### src/rtl/fetch_pkg.sv
// fetch_pkg: shared types and defaults for the fetch PC unit.
// Next-PC select encoding plus default width, step and reset address.
package fetch_pkg;

  typedef enum logic [2:0] {
    SEL_HOLD,
    SEL_REDIR,
    SEL_PEND,
    SEL_RET,
    SEL_CALL,
    SEL_SEQ
  } sel_e;

  localparam int unsigned DEF_ADDR_W   = 16;
  localparam int unsigned DEF_STEP     = 1;
  localparam int unsigned DEF_RESET_PC = 0;

endpackage

### src/rtl/fetch_pc_unit_ras_stack.sv
// ras_stack: circular return-address stack for the fetch PC unit.
// A push when full overwrites the oldest entry; count saturates.
module ras_stack
  import fetch_pkg::*;
#(
  parameter int ADDR_W    = DEF_ADDR_W,
  parameter int RAS_DEPTH = 4,
  localparam int PW = $clog2(RAS_DEPTH),
  localparam int CW = PW + 1
) (
  input  logic              clk,
  input  logic              rst,
  input  logic              push,
  input  logic              pop,
  input  logic [ADDR_W-1:0] push_addr,
  output logic [ADDR_W-1:0] top,
  output logic [CW-1:0]     count,
  output logic              empty,
  output logic              full
);

  logic [ADDR_W-1:0] mem [RAS_DEPTH];
  logic [PW-1:0]     ptr;
  logic [PW-1:0]     ptr_m1;

  assign ptr_m1 = ptr - PW'(1);
  assign top    = mem[ptr_m1];
  assign empty  = (count == '0);
  assign full   = (count == CW'(RAS_DEPTH));

  always_ff @(posedge clk) begin
    if (rst) begin
      ptr   <= '0;
      count <= '0;
    end else if (push) begin
      ptr <= ptr + PW'(1);
      if (!full) count <= count + CW'(1);
    end else if (pop && !empty) begin
      ptr   <= ptr_m1;
      count <= count - CW'(1);
    end
  end

  // Entries need no reset: count gates every read.
  always_ff @(posedge clk) begin
    if (push) mem[ptr] <= push_addr;
  end

endmodule

### src/rtl/fetch_pc_unit.sv
// fetch_pc_unit: fetch-stage PC with prioritised redirects and halt capture.
// Return-address stack present only when FETCH_RAS_EN is defined.
module fetch_pc_unit
  import fetch_pkg::*;
#(
  parameter int ADDR_W    = DEF_ADDR_W,
  parameter int RAS_DEPTH = 4,
  parameter logic [ADDR_W-1:0] RESET_PC = ADDR_W'(DEF_RESET_PC),
  parameter logic [ADDR_W-1:0] STEP     = ADDR_W'(DEF_STEP),
  localparam int CW = $clog2(RAS_DEPTH) + 1
) (
  input  logic              clk,
  input  logic              rst,
  input  logic              hlt,
  input  logic              redirect_en,
  input  logic [ADDR_W-1:0] redirect_addr,
  input  logic              call_en,
  input  logic [ADDR_W-1:0] call_target,
  input  logic              ret_en,
  output logic [ADDR_W-1:0] pc,
  output logic [CW-1:0]     ras_count,
  output logic              ras_underflow,
  output logic              pend_valid
);

  sel_e              sel;
  logic [ADDR_W-1:0] pc_seq;
  logic [ADDR_W-1:0] pc_nxt;
  logic [ADDR_W-1:0] pend_addr;
  logic [ADDR_W-1:0] ras_top;
  logic              ras_empty;
  logic              ret_req;

  assign pc_seq = pc + STEP;

`ifdef FETCH_RAS_EN
  logic push;
  logic pop;
  logic ras_full_unused;

  assign ret_req = ret_en;
  assign push    = (sel == SEL_CALL);
  assign pop     = (sel == SEL_RET) && !ras_empty;

  ras_stack #(
    .ADDR_W   (ADDR_W),
    .RAS_DEPTH(RAS_DEPTH)
  ) u_ras (
    .clk      (clk),
    .rst      (rst),
    .push     (push),
    .pop      (pop),
    .push_addr(pc_seq),
    .top      (ras_top),
    .count    (ras_count),
    .empty    (ras_empty),
    .full     (ras_full_unused)
  );

  always_ff @(posedge clk) begin
    if (rst) ras_underflow <= 1'b0;
    else     ras_underflow <= (sel == SEL_RET) && ras_empty;
  end
`else
  logic unused_ret;

  assign unused_ret    = ret_en;
  assign ret_req       = 1'b0;
  assign ras_empty     = 1'b1;
  assign ras_top       = '0;
  assign ras_count     = '0;
  assign ras_underflow = 1'b0;
`endif

  // A return outranks a call fetched in the same cycle.
  always_comb begin
    sel = SEL_SEQ;
    if (hlt)              sel = SEL_HOLD;
    else if (redirect_en) sel = SEL_REDIR;
    else if (pend_valid)  sel = SEL_PEND;
    else if (ret_req)     sel = SEL_RET;
    else if (call_en)     sel = SEL_CALL;
  end

  always_comb begin
    pc_nxt = pc_seq;
    unique case (sel)
      SEL_HOLD:  pc_nxt = pc;
      SEL_REDIR: pc_nxt = redirect_addr;
      SEL_PEND:  pc_nxt = pend_addr;
      SEL_RET:   pc_nxt = ras_empty ? pc_seq : ras_top;
      SEL_CALL:  pc_nxt = call_target;
      default:   pc_nxt = pc_seq;
    endcase
  end

  always_ff @(posedge clk) begin
    if (rst) begin
      pc         <= RESET_PC;
      pend_valid <= 1'b0;
      pend_addr  <= '0;
    end else begin
      pc <= pc_nxt;
      if (hlt && redirect_en) begin
        pend_valid <= 1'b1;
        pend_addr  <= redirect_addr;
      end else if (sel == SEL_REDIR || sel == SEL_PEND) begin
        pend_valid <= 1'b0;
      end
    end
  end

endmodule

### config.mk
export PLATFORM = sky130hd
export DESIGN_NAME = fetch_pc_unit
export DESIGN_NICKNAME = d
export VERILOG_FILES = /design/src/rtl/fetch_pkg.sv /design/src/rtl/fetch_pc_unit_ras_stack.sv /design/src/rtl/fetch_pc_unit.sv
export SDC_FILE = /design/constraint.sdc
export NUM_CORES = 1
export LEC_CHECK = 0
export CAP_MARGIN = 10
export CORE_AREA = 4 4 60 84
export DETAILED_ROUTE_END_ITERATION = 16
export DIE_AREA = 0 0 64 88
export GPL_TIMING_DRIVEN = 0
export PLACE_DENSITY_LB_ADDON = 0.15
export SETUP_SLACK_MARGIN = 0.3
export SLEW_MARGIN = 20
export SYNTH_ARGS = -nofsm -noshare
export SYNTH_HDL_FRONTEND = slang
export SYNTH_SLANG_ARGS = --single-unit
### constraint.sdc
create_clock -name clk -period 2.4 [get_ports clk]
set_clock_uncertainty 0.15 [all_clocks]
set_input_delay 0.36 -clock clk [delete_from_list [all_inputs] [get_ports clk]]
set_output_delay 0.36 -clock clk [all_outputs]
set_load 0.03 [all_outputs]
======== Yosys cells after proc, flatten, opt, wreduce, memory -nomap -nowiden ========
Index checks and enable logic that the tools add are counted.
W data, S select, Z words.
storage, ports and cells
  output and inout port bits .............. 21
  register bits ........................... 33
cells by class
  multiplexer cells ....................... 7
  equal/unequal tests ..................... 3
  add/sub/neg operators ................... 1
  reduce and logical (&&, ||, !) cells .... 4
operator list
  operator                 count
  $pmux W16 S4             1
  $add A16 B1 Y16 const B  1
  $mux W3                  3
  $eq A3 B1 Y1 const B     1
  $eq A3 B2 Y1 const B     1
  $eq A3 B3 Y1 const B     1
  $logic_not A3 Y1         1
  $mux W1                  3
  $reduce_bool A2 Y1       1
  $logic_and A1 B1 Y1      1
  $logic_or A1 B1 Y1       1

======== Longest topological paths before layout ========
  depth after elaboration ................. 8
  depth in mapped cells ................... 7
  gate-level depth less buffers ........... 5

======== Worst setup path after synthesis ========
Ideal clock, no wire load.
  path kind ............................... reg-to-reg
  from .................................... reg pc[0]
  to ...................................... reg pc[6]
  setup time .............................. 70 ps
  data arrival time ....................... 1840 ps
  cell stages (with the launch flop) ...... 6
  path buffers ............................ 0
  required time ........................... 2180 ps
  path slack .............................. 340 ps
  cells stage by stage .................... dfxtp_1 > ha_1 > nand3_1 > or4_1 > a41o_1 > a21oi_1
between the ends
  cells in the longest elaborated chain, start to end .. 2
ends and longest elaborated chain
  item                    line                  RTL
  start, declared         fetch_pc_unit.sv:20   output logic [ADDR_W-1:0] pc,
  start signal, assigned  fetch_pc_unit.sv:103  pc <= pc_nxt;
  $add A16 B1 Y16         fetch_pc_unit.sv:34   assign pc_seq = pc + STEP;
  $pmux W16 S4            fetch_pc_unit.sv:87   unique case (sel)
No other way between the ends.
A chain may end at the register's enable or synchronous reset.

======== Worst setup path after layout ========
  from .................................... reg pend_valid
  to ...................................... reg pc[5]
between the ends
  cells in the longest elaborated chain, start to end .. 5
  elaborated cells on any way between the ends .. 8
  those cells by class .................... eq/ne: 3; mux: 4; reduce/logical: 1
ends and longest elaborated chain
  item                                        line                  RTL
  start, declared                             fetch_pc_unit.sv:23   output logic pend_valid
  start signal, assigned                      fetch_pc_unit.sv:100  pend_valid <= 1'b0;
  start signal, assigned                      fetch_pc_unit.sv:105  pend_valid <= 1'b1;
  start signal, assigned                      fetch_pc_unit.sv:108  pend_valid <= 1'b0;
  $mux W3 *                                   fetch_pc_unit.sv:80   else if (pend_valid) sel = SEL_PEND;
  $mux W3 *                                   fetch_pc_unit.sv:79   else if (redirect_en) sel = SEL_REDIR;
  $mux W3 *                                   fetch_pc_unit.sv:78   if (hlt) sel = SEL_HOLD;
  $eq A3 B3 Y1, or another cell as far along  fetch_pc_unit.sv:87
  $pmux W16 S4                                fetch_pc_unit.sv:87
Mark *: on every way between the ends. The rest lies on a longest branch, timed or not.

==> flow_summary.ini <==
[setup_path]
cp_slowest_cell = dfxtp_2
worstPathRequired_ns = 2.46
crit_chain = clkbuf_1 > clkbuf_2 > nand2_1 > o21ai_0 > a211oi_1 > a221oi_1
crit_path_max_incr_delay_ns = 0.41
reg2reg_from = pend_valid
critPathLaunch = pend_valid
crit_fanout = 10
critPathKind = reg2reg
path_delay_family = compound AO/OA/AOI/OAI gates
cp-end-kind = register
timing.critical_path.buf_inv = 2
startpoint_type = register
worstRegToRegCells = 6
r2r_setup_slack_ns = 0.36
crit_arrival_ns = 2.10
r2r_end = pc[5]

[synth]
yosysUniqueCellTypes = 45
ys.flop_type = dfxtp_1
synth.avg_cell_area_sq_um = 7.61
synth-seq-cells = 33
synth_area_sq_um = 1960
seq_area_frac_synth = 0.337
yosys_warnings = 0
syn_inst = 258
synth_enable_flop_cells = 0
async_flop_share = 0

[place]
place_hpwl_microns = 4560
place_inst = 373
pre_cts_ws_ns = -0.236
post_dp_cell_area_sq_um = 2570
gp_congestion = 0.877
port_buffers = 52

[sta]
rsz0062_at_grt = false
fin_ws_ns = 0.356
period_needed_ns = 2.04
finalMaxSlewViolations = 0
timing.hold.ws_ns = 0.305
fmax_ghz = 0.489
worst_pin_slew_ns = 0.585
slew_headroom = 0.610
setup_viol = 0
fin_crit_sh = 0.852
finalHoldViolations = 0

[finish]
finish.instance_area_sq_um = 2760
mostFrequentLayoutCell = clkdlybuf4s50_1
n_fill_cell = 371
drive_gt1_frac = 0.102
final_cell_mix = clkdlybuf4s50_1, nand2_1, dfxtp_1
fin_cells = 382
antennaDiodeCount = 0
fin_util = 0.651
nets = 360
syn_to_final_growth_pct = 40.6

[drt]
drtAntennaViolNets = 0
num_vias = 2199
drt_iter0_drc = 218
avgRoutedWirePerCell_microns = 16.2
routed_via_density = 5.76
wl_microns = 6210
drc_errors = 0
firstDrtPassIters = 5

[global_route]
grt_overflow = 0
grt_max_degree = 12
grt_pass1_wl_microns = 10100
antenna_found_initial = 0
grt_use_total = 0.227
grt_pass1_vias = 2111

[floorplanning]
die_area_sq_um = 5630
die_w_microns = 64
std_cell_rows = 28
start_util = 0.463
core_sq_um = 4240
die_h_microns = 88
io_pins = 59

[cts]
cts_buffer_depth = 2
cts_tree = built
clk_pin_slew_ns = 0.08
clk_latency_ns = 0.30
cts_inserted_buffers = 5
postCtsHoldBufs = 0
h-tree-depth = 2
cts_sinks = 33
root_buffer = clkbuf_8

[pwr]
peakVddDrop_v = 0.000432
leakage_nw = 1.03
power_density_nw_per_um2 = 563

[run]
drv_cap = 0

[min_path]
min_path_cells = 2
hold_path.class = reg2reg
holdCritStartpoint = pend_addr[3]
hold-path-endpoint = pend_addr[3]

[run_status]
status = completed
state kept, by name (all words and copies together), names as in the netlist:
name and flops:
pc 16, pend_addr 16, pend_valid 1
tightest hold or removal path, cell delays in order (launching register included):
cell,delay [ns]
dfxtp_1,0.31
nand2_1,0.05
a21oi_1,0.05
metrics by stage:
stage                     TNS (ns)  power, W
final                            0   0.00155
after global routing             0   0.00161
after CTS                        0   0.00154
after detailed placement     -3.26  0.000911
after global placement       -3.31  0.000908
after floorplan                  0  0.000774
metal layers:
| metal | GRT usage | share of wire | vias to the layer above |
|---|---|---|---|
| li1 | - | - | 1075 |
| met1 | 0.270 | 0.42 | 1022 |
| met2 | 0.398 | 0.51 | 94 |
| met3 | 0.0513 | 0.056 | 8 |
| met4 | 0.0845 | 0.012 | 0 |
| met5 | 0 | 0 | - |
worst max-delay path by stage:
stage | to | slack [ns] | depth (start not counted)
2_1_floorplan | pc[6] | 0.34 | 5
3_3_place_gp | pc[13] | -0.23 | 7
3_5_place_dp | pc[13] | -0.24 | 7
4_1_cts | pc[3] | 0.29 | 7
5_1_grt | pc[14] | 0.30 | 5
6_report | pc[5] | 0.36 | 6
cell families after synthesis:
logic type / synth area share
adder cells (fa/ha/maj): 0.00637
buffers and inverters: 0.0688
AO/OA/AOI/OAI: 0.284
flip-flops: 0.337
AND/OR/NAND/NOR: 0.296
multiplexers: 0.00574
other: 0.00191
cell usage after synthesis, types with 5 or more instances:
| cell | n | area (sq um) |
|---|---|---|
| a221oi_1 | 5 | 43.8 |
| a21oi_1 | 28 | 140 |
| and3b_1 | 8 | 70.1 |
| nand2_1 | 47 | 176 |
| nor2_1 | 6 | 22.5 |
| clkbuf_1 | 18 | 67.6 |
| o21ai_0 | 8 | 40.0 |
| nand3b_1 | 6 | 45.0 |
| a221o_1 | 5 | 50.1 |
| a22oi_1 | 5 | 37.5 |
| nand3_1 | 7 | 35.0 |
| a31oi_1 | 8 | 50.1 |
| nor2b_1 | 5 | 31.3 |
| dfxtp_1 | 33 | 661 |
| inv_1 | 6 | 22.5 |
final cells by class:
class	instances	area [sq um]	share of cell area
Buffer	25	130	0.0471
Clock buffer	5	68.8	0.0249
Clock inverter	3	65.1	0.0236
Inverter	6	22.5	0.00816
Multi-Input combinational cell	197	1210	0.437
Sequential cell	33	663	0.240
Tap cell	60	75.1	0.0272
Timing Repair Buffer	53	529	0.192
what timing repair did:
item	in CTS	in global routing
setup endpoints to repair	25	19
gates cloned	0	0
setup buffers	1	0
pin swaps	3	2
resized for setup	10	8
report_power, final:
part / internal (W) / switching, W / total (W)
clock: 0.000413 / 0.000229 / 0.000642
combinational: 0.000145 / 0.000160 / 0.000306
sequential: 0.000576 / 0.0000303 / 0.000606
No activity file was read; power rests on OpenSTA's default activity.
